[src/rtl/snoop_broadcaster.sv]
// Snoop-channel transmitter: queues local store invalidations, wins the bus, drives beats.
// Ports: clk, rst (async active-low), st_* request in, bus_req/bus_gnt, snoop_* beat out,
// pending, idle. Optional SNOOP_COALESCE_EN drops stores matching the newest entry.
`timescale 1ns/1ps
module snoop_broadcaster #(
  parameter int ADDR_W     = 32,
  parameter int LINES      = 512,
  parameter int LINE_BYTES = 16,
  parameter int WIDTH      = 20,
  parameter int DEPTH      = 4,
  localparam int IDX_W = $clog2(LINES),
  localparam int OFF_W = $clog2(LINE_BYTES),
  localparam int TAG_W = WIDTH - 1,
  localparam int PTR_W = $clog2(DEPTH),
  localparam int CNT_W = PTR_W + 1,
  localparam int ENT_W = TAG_W + IDX_W
) (
  input  logic              clk,
  input  logic              rst,
  input  logic              st_valid,
  output logic              st_ready,
  input  logic [ADDR_W-1:0] st_addr,
  input  logic              st_wnr,
  output logic              bus_req,
  input  logic              bus_gnt,
  output logic              snoop_valid,
  output logic              snoop_wnr,
  output logic [IDX_W-1:0]  snoop_addr,
  output logic [WIDTH-1:0]  snoop_data,
  output logic [CNT_W-1:0]  pending,
  output logic              idle
);

  typedef enum logic [1:0] {
    IDLE,
    ARB,
    SEND
  } state_t;

  state_t             state;
  logic [ENT_W-1:0]   mem [DEPTH];
  logic [PTR_W-1:0]   wr_ptr;
  logic [PTR_W-1:0]   rd_ptr;
  logic [CNT_W-1:0]   count;
  logic [CNT_W-1:0]   count_nxt;
  logic               up;
  logic               st_acc;
  logic               enq;
  logic               deq;
  logic [ENT_W-1:0]   ent;
  logic [ENT_W-1:0]   head;
  logic               unused_off;

  assign unused_off = ^st_addr[OFF_W-1:0];
  assign ent  = {st_addr[ADDR_W-1 -: TAG_W], st_addr[OFF_W +: IDX_W]};
  assign head = mem[rd_ptr];

  // up holds st_ready low until the first edge after reset release
  assign st_ready = up & (count != CNT_W'(DEPTH));
  assign st_acc   = st_valid & st_ready & st_wnr;
  assign deq      = (state == SEND);

`ifdef SNOOP_COALESCE_EN
  logic [ENT_W-1:0] newest;
  logic             newest_vld;
  logic             drop;

  // the newest entry cannot absorb a store while it is the head being sent
  assign drop = newest_vld & (newest == ent) &
                !(deq && count == CNT_W'(1));
  assign enq  = st_acc & !drop;

  always_ff @(posedge clk or negedge rst) begin
    if (!rst) begin
      newest_vld <= 1'b0;
      newest     <= '0;
    end else if (enq) begin
      newest_vld <= 1'b1;
      newest     <= ent;
    end else if (deq && count == CNT_W'(1)) begin
      newest_vld <= 1'b0;
    end
  end
`else
  assign enq = st_acc;
`endif

  assign count_nxt = count + CNT_W'(enq) - CNT_W'(deq);
  assign pending   = count;
  assign idle      = (count == '0) & (state == IDLE);

  always_ff @(posedge clk) begin
    if (enq) mem[wr_ptr] <= ent;
  end

  always_ff @(posedge clk or negedge rst) begin
    if (!rst) begin
      up     <= 1'b0;
      wr_ptr <= '0;
      rd_ptr <= '0;
      count  <= '0;
    end else begin
      up    <= 1'b1;
      count <= count_nxt;
      if (enq) wr_ptr <= wr_ptr + 1'b1;
      if (deq) rd_ptr <= rd_ptr + 1'b1;
    end
  end

  always_ff @(posedge clk or negedge rst) begin
    if (!rst) begin
      state       <= IDLE;
      bus_req     <= 1'b0;
      snoop_valid <= 1'b0;
      snoop_wnr   <= 1'b0;
      snoop_addr  <= '0;
      snoop_data  <= '0;
    end else begin
      unique case (state)
        IDLE: begin
          if (count != '0) begin
            state   <= ARB;
            bus_req <= 1'b1;
          end
        end
        ARB: begin
          if (bus_gnt) begin
            state       <= SEND;
            bus_req     <= 1'b0;
            snoop_valid <= 1'b1;
            snoop_wnr   <= 1'b1;
            snoop_addr  <= head[IDX_W-1:0];
            snoop_data  <= {1'b0, head[ENT_W-1:IDX_W]};
          end
        end
        SEND: begin
          snoop_valid <= 1'b0;
          snoop_wnr   <= 1'b0;
          if (count_nxt != '0) begin
            state   <= ARB;
            bus_req <= 1'b1;
          end else begin
            state <= IDLE;
          end
        end
        default: begin
          state   <= IDLE;
          bus_req <= 1'b0;
        end
      endcase
    end
  end

endmodule

[config.mk]
export PLATFORM = sky130hd
export DESIGN_NAME = snoop_broadcaster
export DESIGN_NICKNAME = d
export VERILOG_FILES = /design/src/rtl/snoop_broadcaster.sv
export SDC_FILE = /design/constraint.sdc
export NUM_CORES = 1
export LEC_CHECK = 0
export BUFFER_PORTS_ARGS = -buffer_cell sky130_fd_sc_hd__buf_2
export CAP_MARGIN = 20
export CORE_ASPECT_RATIO = 0.5
export CORE_MARGIN = 3
export CORE_UTILIZATION = 40
export CTS_CLUSTER_DIAMETER = 100
export DETAILED_ROUTE_END_ITERATION = 16
export HOLD_SLACK_MARGIN = 0.05
export PLACE_DENSITY = 0.59
export SYNTH_ARGS = -nofsm -noshare
export SYNTH_HDL_FRONTEND = slang
export SYNTH_SLANG_ARGS = --single-unit
[constraint.sdc]
create_clock -name clk -period 2.35 [get_ports clk]
set_clock_uncertainty 0.2 [all_clocks]
set_input_delay 0.1175 -clock clk [delete_from_list [all_inputs] [get_ports clk]]
set_output_delay 0.1175 -clock clk [all_outputs]
set_load 0.01 [all_outputs]
Word-level counts from Yosys, hierarchy flattened
Memories as Yosys holds them, arrays and structs flattened. A register that Yosys moved wholly into a read port is not among the register bits.
Cells that the tools add are included.
- flip-flop bits (word level): 12
- RAM bits: 112
- output and inout port bits: 37
- memories kept: 1
- memory list (name ; words ; width ; read ports ; clocked after memory_dff ; wr ports ; line ; text):
    mem ; 4 ; 28 ; 1 ; 1 ; 1 ; 41 ; logic [ENT_W-1:0] mem [DEPTH];
- mux-type cells: 12
- bitwise operators: 4
- add/subtract/negate cells: 4
- reductions and logical operators: 10
- eq/ne operators: 6
- operators with widths (kind ; count):
    1-bit 2-to-1 mux ; 7
    2-bit case mux with 3 select lines ; 1
    2-bit AND reduction ; 3
    3-bit nonzero test ; 2
    2-bit by 1-bit adder with 2-bit output, second input constant ; 2
    1-bit bitwise AND ; 4
    2-bit 2-to-1 mux ; 2
    2-bit by 1-bit != test with 1-bit output, second input constant ; 2
    3-bit by 1-bit adder with 3-bit output ; 1
    3-bit zero test ; 1
    3-bit != test, second input constant ; 1
    1-bit case mux with 3 select lines ; 1
    3-bit AND reduction ; 1
    3-bit by 1-bit subtractor with 3-bit output ; 1
    2-bit by 1-bit equality test with 1-bit output, second input constant ; 1
    2-bit equality test, second input constant ; 1
    2-bit zero test ; 1
    2-bit != test, second input constant ; 1
    1-bit case mux with 2 select lines ; 1
    2-bit nonzero test ; 1
    1-bit zero test ; 1

Longest topological paths before layout
Gate-level depths: netlist of the first run.
- word-level depth: 9
- depth in mapped cells: 10
- depth with buffers taken out: 10

Worst setup path after synthesis of the first run
OpenSTA, ideal clock, no wires.
- path kind: flip-flop to flip-flop
- start: reg count[1] (netlist: pending[1])
- end: reg state[0]
- library setup time: 0.132 ns
- clock period less this slack: 2.626 ns
- arrival: 2.294 ns
- required time: 2.018 ns
- stages on the path, launching flop included: 11
- slack: -0.276 ns
- path buffers: 0
- cell sequence: dfrtp_1 -> nor2_1 -> a211oi_2 -> inv_1 -> ha_1 -> inv_1 -> ha_1 -> fa_1 -> xnor3_1 -> o311ai_1 -> o21ai_1
- word-level cells in the longest chain between the ends: 9
- elaborated cells between the ends (all ways): 12
- those cells by class: add/sub: 2; eq/ne: 2; mux: 2; bitwise: 3; reduce/logical: 3
- ends and longest elaborated chain (what ; line ; text):
    from (decl) ; 44 ; logic [CNT_W-1:0] count;
    from (signal assigned) ; 104 ; count <= count_nxt;
    3-bit != test ; 59 ; assign st_ready = up & (count != CNT_W'(DEPTH));
    1-bit bitwise AND ; 59 ;
    1-bit bitwise AND (2 in a row) ; 60 ; assign st_acc = st_valid & st_ready & st_wnr;
    3-bit by 1-bit adder with 3-bit output (*) ; 88 ; assign count_nxt = count + CNT_W'(enq) - CNT_W'(deq);
    3-bit by 1-bit subtractor with 3-bit output (*) ; 88 ;
    named net count_nxt[2] ; 45 ; logic [CNT_W-1:0] count_nxt;
    3-bit nonzero test (*) ; 139 ; if (count_nxt != '0) begin
    1-bit 2-to-1 mux (*) ; 139 ;
    2-bit case mux with 3 select lines (*) ; 119 ; unique case (state)
    to (signal assigned) ; 122 ; state <= ARB;
    to (signal assigned) ; 140 ; state <= ARB;
    to (signal assigned) ; 143 ; state <= IDLE;
    to (decl) ; 40 ; state_t state;
Mark *: on every way through the listed nets, which the timed path passes. The rest lies on a longest branch.
A chain may end at the register's enable or synchronous reset.

Final worst setup path of the first run
- start: reg count[2] (netlist: pending[2])
- end: reg state[0]
Same word-level chain as after synthesis.

==> results.txt, run 1 <==
- Measured along the x axis, the die boundary spans 175.2 um.
- Summing over every cut layer, the via total after detailed routing is 2889.
- Final weighted congestion in routability-driven placement: 0.7850
* Leakage: 2.740 nW
* Proportion of layout cells with a drive suffix above 1: 46.70%
* Final min period: 2569 ps
- The initial antenna violation count was 0.
* Area leader, netlist: sky130_fd_sc_hd__edfxtp_1
* Number of endpoints with negative hold slack in the final report: 0
- Worst reg-to-reg path cell count: 9
- In this run the critical register-to-register path is launched from pending[2].
* Area contributors post-synth: sky130_fd_sc_hd__edfxtp_1 59%, sky130_fd_sc_hd__dfrtp_1 17%, sky130_fd_sc_hd__mux4_2 11%
- Util after Layout: 53.32%
- Number of cells produced by synthesis: 267
* Critical Path, Cell by Cell: a211oi_4 > inv_1 > ha_1 > inv_1 > ha_2 > fa_2 > xnor3_2 > o311ai_2 > o21ai_1
* Final count of pins violating max slew: 0
- The critical path is of the reg -> reg type.
- Counting stages on the worst path, the most repeated cell is sky130_fd_sc_hd__inv_1.
- The final layout contains 440 nets.
- The largest single stage delay on the critical path is 420 ps.
* Maximum number of pins on one net before global-route repair: 34
* Warnings, synthesis: 0
- Summed over all layers, the global routing overflow is 0.
- The checks that failed: setup timing.
* H-tree depth reported by CTS: 4
- Endpoint of the most critical register-to-register path: state[0]
- Across the VDD grid, the largest voltage drop is 0.6944 mV.
- Detailed-route wire length per cell: 17.58 um
- The synthesized netlist devotes 1.529% of its cell area to simple gates.
* Antenna diode count: 0
- Of the available clock period, the critical path in the final layout requires 109.3%.
- # port buffers: 68
- Fill cells in the final layout number 1079.
- Summing every instance area after synthesis gives 5728 um^2.
- Using the TritonRoute via totals, the vias-per-cell ratio works out to 4.807.
- Number of buffers created by CTS: 17
- Summing the areas of all xor and xnor instances in the mapped netlist gives 0.8519% of the synthesized area.
- In this run the remaining antenna-violating nets after routing total 0.
* DRC viols: 0
- Compared with the post-synthesis result, the final layout area differs by 28.24%.
* Data arrival at the endpoint of the critical path: 2650 ps
- Finished Layout Cells: 601
- After synthesis, the largest area contributor takes up 58.72% of total cell area.
- Register area share after synthesis: 76.19%
- Register bit total from synthesis: 152
- Measured against its own limit, the worst slew margin works out to 43.29%.
* Wire length reported by the detailed router: 10570 um
* Worst hold margin: 146.8 ps
* Family of cells with the greatest summed delay on the critical path: adder cells
- Compound-cell area share of the yosys netlist: 0.9174%
* Type of element capturing the critical path: flip-flop
- The tool flagged a number of max-cap violations equal to 0.
* First-pass GRT wire length: 16740 um
* Detailed Place HPWL: 6658 um
* TritonCTS clock tree: yes
- Clock edge transition at the registers on the reported setup and hold paths: 60 ps
- Critical Path Source Type: flip-flop
- Initial cell density of the core: 41.58%
- Hold Crit Class: in -> async
* Avg Inst Size Synth: 21.45 um^2
* Max Root-Sink Buffers: 2
- Largest family of logic cells by synthesized area: multiplexers
- CP Max Fanout: 3
- In this run the worst setup path begins at pending[2].
- Rows: 30
- Source-to-sink clock delay at the later pin of the worst-skew pair: 420 ps
* Via count of the first global-routing pass: 3096
- Final count of negative-setup-slack endpoints: 3
* Unrepaired setup endpoints after global routing: yes
- Total number of cells along the worst setup path: 9
- Dividing total power by cell area gives a power density of 1183 nW/um^2.
- The run finished, with violations left.
* Post-synthesis net count: 311
- Number of clock sinks: 152
* Starting DRC count in detailed routing: 195
- Crit path required time: 2430 ps
* Number of primary I/O pins: 74
- Timing analysis after detailed placement gives a worst setup slack of -174.9 ps.
- Height of the die: 90.62 um
* Actual transition at the worst max-transition pin: 850.7 ps
- In the post-route analysis, the smallest setup slack over all paths is -219.3 ps.
- Before antenna repair, the detailed router went through 5 iterations.
* Buffer cell driving the clock tree root: sky130_fd_sc_hd__clkbuf_16
- The portion of synthesized area spent on multiplexers is 16.71%.
- Buffers plus inverters on the worst setup path: 2
* Die area: 15880 um^2
- Global routing consumed, over all layers together, 14.24% of the routing resources.
* Fraction of the mapped netlist area in adder cells: 1.660%
- After synthesis, the netlist uses 28 different library cells.
- The slowest stage of the critical path belongs to the cell sky130_fd_sc_hd__dfrtp_2.
- Core region area: 13780 um^2
* Placed cell count: 534
* Highest attainable clock frequency: 389.2 MHz
- Flop-to-flop setup slack: -220 ps
## registers in the layout, summed over array words and instances (netlist names)
register and flops:
mem 112, snoop_data 19, snoop_addr 9, pending 3
rd_ptr 2, state 2, wr_ptr 2, bus_req 1
snoop_wnr 1, up 1
## timing repair
item / 4_1_cts / 5_1_grt
pin swaps: 2 / 2
endpoints found under the setup margin: 2 / 3
endpoints found under the hold margin: 146 / 0
resized for setup: 0 / 3
setup buffers: 2 / 3
hold buffers: 30 / 0
## synth_stat cells, drive strengths merged
library cell / instances
o22ai: 1
nand3b: 1
edfxtp: 112
o311ai: 1
nand2b: 1
or4: 1
ha: 6
xnor2: 3
nand2: 4
nor2: 2
nor4: 1
fa: 1
mux4: 28
inv: 10
clkbuf: 1
xnor3: 1
buf: 10
conb: 2
mux2: 29
dfrtp: 40
and2: 4
a211oi: 1
a21oi: 3
o21ai: 2
nor2b: 2
## logic make-up after synthesis
kind of cell	Yosys count
AOI/OAI and AO/OA	8
xor gates and xnor gates	4
adders and majority gates	7
buffers and inverters	21
DFF	152
muxes	57
other	2
and+or+nand+nor	16
## metrics by stage
| step | instance area, um^2 | total power, mW | TNS (ps) |
|---|---|---|---|
| after detailed placement | 6414 | 5.995 | -280.0 |
| final | 7346 | 8.689 | -432.9 |
| after global routing | 7346 | 9.138 | -617.0 |
| after floorplan | 5744 | 5.188 | -244.6 |
| after global placement | 6414 | 5.870 | -45.23 |
| after CTS | 7308 | 8.704 | -268.8 |
## layer usage
metal / part of all wire [%] / wire length (um) / up-vias / track usage, %
met5: 0 / 0 / - / 0
met4: 1.5 / 157 / 0 / 6.432
met3: 4.2 / 448 / 14 / 3.736
met2: 52 / 5495 / 67 / 23.33
met1: 42 / 4465 / 1498 / 17.96
li1: - / - / 1310 / -
## worst register-to-register path: stages, from the launching register on
cell	delay, ps
sky130_fd_sc_hd__dfrtp_2	420
sky130_fd_sc_hd__a211oi_4	260
sky130_fd_sc_hd__inv_1	70
sky130_fd_sc_hd__ha_1	280
sky130_fd_sc_hd__inv_1	50
sky130_fd_sc_hd__ha_2	180
sky130_fd_sc_hd__fa_2	330
sky130_fd_sc_hd__xnor3_2	270
sky130_fd_sc_hd__o311ai_2	260
sky130_fd_sc_hd__o21ai_1	120
## area by class of cell
type	count	area, um^2	area share (%)
sequential	152	4367	59.44
multi-input combinational	94	1284	17.48
timing repair buffer	121	838.3	11.41
clock buffer	17	425.4	5.791
tap	192	240.2	3.270
clock inverter	15	153.9	2.095
inverter	10	37.54	0.5110
## layout by cell type (no fill, tap or decap), drive strengths merged
cell type,count
clkinv,7
xnor2,3
xnor3,1
edfxtp,112
mux2,29
conb,2
clkinvlp,5
fa,1
clkbuf,17
dlygate4sd3,30
a21oi,3
bufinv,2
a211oi,1
o22ai,1
nor2b,2
and2,4
nand2b,1
o311ai,1
buf,91
mux4,28
nor2,2
inv,11
o21ai,2
nand3b,1
dfrtp,40
nand2,4
ha,6
nor4,1
or4,1
## report_power, final
group | total (mW) | internal, mW | switching (mW)
Sequential | 3.59 | 3.36 | 0.235
Clock | 2.60 | 1.56 | 1.05
Combinational | 2.49 | 1.35 | 1.15
## worst max-delay path by stage
stage | to | slack (ps)
after global placement | state[0] | -50
after floorplan | state[0] | -160
after detailed placement | state[0] | -170
after global routing | state[0] | -300
final | state[0] | -220
after CTS | state[0] | -140
Power figures use the tool's default switching activity.
==> run 2: changes to the inputs <==
--- a/config.mk
+++ b/config.mk
@@ -9,11 +9,11 @@
 export CAP_MARGIN = 20
 export CORE_ASPECT_RATIO = 0.5
 export CORE_MARGIN = 3
-export CORE_UTILIZATION = 40
+export CORE_UTILIZATION = 45
 export CTS_CLUSTER_DIAMETER = 100
 export DETAILED_ROUTE_END_ITERATION = 16
 export HOLD_SLACK_MARGIN = 0.05
-export PLACE_DENSITY = 0.59
+export PLACE_DENSITY = 0.65
 export SYNTH_ARGS = -nofsm -noshare
 export SYNTH_HDL_FRONTEND = slang
 export SYNTH_SLANG_ARGS = --single-unit
==> results.txt, run 2 (synthesis results as in run 1) <==
- The run finished, with violations left.
- The checks that failed: setup timing.
* Finished Layout Cells: 570
- Detailed-router iteration count before antenna repair: 5
- Entering global routing, the biggest net connects 34 pins.
- Proportion of layout cells with a drive suffix above 1: 46.91%
- After clock tree synthesis, the clock-pin slew on the worst setup and hold paths is 70 ps.
- The worst path in the final design needs a cycle of 2432 ps, including I/O delays and setup.
- In this run the power density over the cells is 1177 nW/um^2.
* Antenna violations before repair: 0
* Util after Layout: 60.47%
- Die X-Extent: 165.6 um
- The largest single stage delay on the critical path is 420 ps.
* Data arrival at the endpoint of the critical path: 2520 ps
- Leakage: 2.748 nW
* Cell with the biggest individual delay on the critical path: sky130_fd_sc_hd__dfrtp_2
- 74 I/O pins were placed.
- Hold Crit Class: in -> reg
- After detailed routing, the total wire length is 10250 um.
- In this run the tightest slew margin relative to its limit is 45.57%.
- The die covers 14200 um^2.
* Reg with most FFs: mem
- Counting along the longest clock path gives a buffer depth of 2.
* Global route total overflow: 0
* Placed cell count: 508
- Max VDD drop: 0.6022 mV
- Initial cell density of the core: 47.25%
- The library cell used most frequently in the layout, excluding fill and tap cells, is sky130_fd_sc_hd__edfxtp_1.
* Vias post-DR: 2884
- Setup Crit Path Kind: reg -> reg
- In this run the worst path has a maximum fanout of 3.
- Maximum capacitance violations: 0
- Crit path required time: 2440 ps
- The count of buffers added on input and output ports is 68.
- Across all setup checks in the final design, the least slack found is -82.28 ps.
* TritonCTS clock tree: yes
- Unrepaired setup endpoints after global routing: yes
* Tcrit/Tclk final: 103.5%
- Buffer cell driving the clock tree root: sky130_fd_sc_hd__clkbuf_16
* Source-to-sink clock delay at the later pin of the worst-skew pair: 410 ps
- Highest-count cells in the layout ignoring fill and taps: 112 x sky130_fd_sc_hd__edfxtp_1, 68 x sky130_fd_sc_hd__buf_2, 38 x sky130_fd_sc_hd__dfrtp_1, 30 x sky130_fd_sc_hd__dlygate4sd3_1, 29 x sky130_fd_sc_hd__mux2_2
- The register with the most flip-flops in the layout has 112 of them.
- The via count of the first global-routing pass is 3162.
* Drt via density: 5.060
* Post-Place Cell Area: 6412 um^2
- Detailed-route wire length per cell: 17.98 um
- Total power for the finished layout comes to 8.627 mW.
- Final weighted congestion in routability-driven placement: 0.7048
- Regs by FF count: mem: 112 flops, snoop_data: 19 flops, snoop_addr: 9 flops
* Number of filler instances in the final layout: 887
- The detail route stage leaves a number of antenna-violating nets equal to 0.
- Height of the die: 85.78 um
* Final-layout setup total negative slack: -82.28 ps
- The number of hold violations in the final report is 0.
* Rows: 28
- The first routing iteration left 103 violations.
- The final layout contains 436 nets.
- After legalization and detailed placement, the total HPWL measured 6527 um.
- The finished cells cover 7330 um^2.
* Type of element capturing the critical path: flip-flop
- For the pin with the worst max-slew slack, the measured transition is 816.5 ps.
- The signal on the critical path passes through a211oi_4 > inv_2 > ha_4 > inv_2 > ha_4 > fa_2 > xnor3_1 > o311ai_1 > o21ai_1.
- Highest attainable clock frequency: 411.1 MHz
- Overall track demand over capacity in global routing: 15.76%
- DRC viols: 0
- The first global-routing pass estimated 16300 um of wire.
- Setup violations remaining at the end of the flow were counted as 1.
- Number of clock sinks: 152
- The worst register-to-register path has a setup slack of -80 ps.
- Area overhead of the layout relative to synthesis: 27.96%
- STA classifies the critical path startpoint as a flip-flop.
- H-tree depth reported by CTS: 4
- Number of buffers created by CTS: 17
* Final count of pins violating max slew: 0
- The core region is 12120 um^2.
* Antenna diode count: 0
[run 2: cell count changes in the layout (fill, tap and decap cells not counted), moves of 2 or more]
cell / before / now
sky130_fd_sc_hd__clkinv_4: 4 / 0
sky130_fd_sc_hd__clkinvlp_4: 5 / 2
sky130_fd_sc_hd__inv_2: 0 / 2
sky130_fd_sc_hd__buf_12: 2 / 4
sky130_fd_sc_hd__clkinv_1: 2 / 0
sky130_fd_sc_hd__ha_4: 0 / 2
sky130_fd_sc_hd__inv_6: 1 / 7
sky130_fd_sc_hd__clkinv_2: 1 / 3
sky130_fd_sc_hd__buf_4: 21 / 15
sky130_fd_sc_hd__inv_1: 10 / 8
[run 2: area by class of cell]
type / count / area [um^2] / area share (%)
clock inverters: 15 / 162.7 / 2.219
well taps: 165 / 206.4 / 2.817
repair buffers: 117 / 833.3 / 11.37
clock buffers: 17 / 425.4 / 5.804
inverters: 10 / 37.54 / 0.5121
multi-input cells: 94 / 1297 / 17.70
flip-flops and latches: 152 / 4367 / 59.58
[run 2: per-layer routing]
layer / global-route usage (%) / part of all wire, % / vias to the layer above
li1: - / - / 1303
met1: 19.53 / 44 / 1520
met4: 6.038 / 0.89 / 0
met3: 4.052 / 3.1 / 9
met2: 27.03 / 52 / 52
met5: 0 / 0 / -
[run 2: path summary, 6_finish.rpt]
kind | from | cells past startpoint | endpoint
worst max-delay path | pending[2] | 9 | state[0]
worst min-delay path | st_valid | 5 | wr_ptr[0]
worst max register to register | pending[2] | 9 | state[0]
worst min register to register | snoop_wnr | 2 | snoop_wnr
max in group asynchronous | rst | 3 | snoop_data[15]
min in group asynchronous | rst | 2 | snoop_data[3]
[run 2: what timing repair did]
action / 4_1_cts / 5_1_grt
pin swaps: 1 / 0
endpoints found under the setup margin: 2 / 2
setup buffers: 0 / 0
resized for setup: 0 / 5
cloned: 0 / 0
hold buffers: 30 / 0
endpoints found under the hold margin: 146 / 0
[run 2: report_power, final]
group | leakage, nW | total [mW] | switching (mW) | internal, mW
Clock | 0.288 | 2.70 | 1.11 | 1.59
Sequential | 1.48 | 3.58 | 0.229 | 3.36
Combinational | 0.984 | 2.35 | 1.09 | 1.26
[run 2: critical path: cells and delay by family (launching register included)]
family / cells / cell delay, ps
adders and majority gates: 3 / 730
AOI/OAI and AO/OA: 3 / 600
DFF: 1 / 420
xor gates and xnor gates: 1 / 230
buffers and inverters: 2 / 110
[run 2: through the flow]
stage,setup slack (ps),hold slack [ps]
floorplan,-159.1,-378.1
global placement,-63.26,63.68
detailed placement,-133.6,82.81
CTS,-120.0,75.17
global route,-163.6,103.3
finish,-82.28,89.97
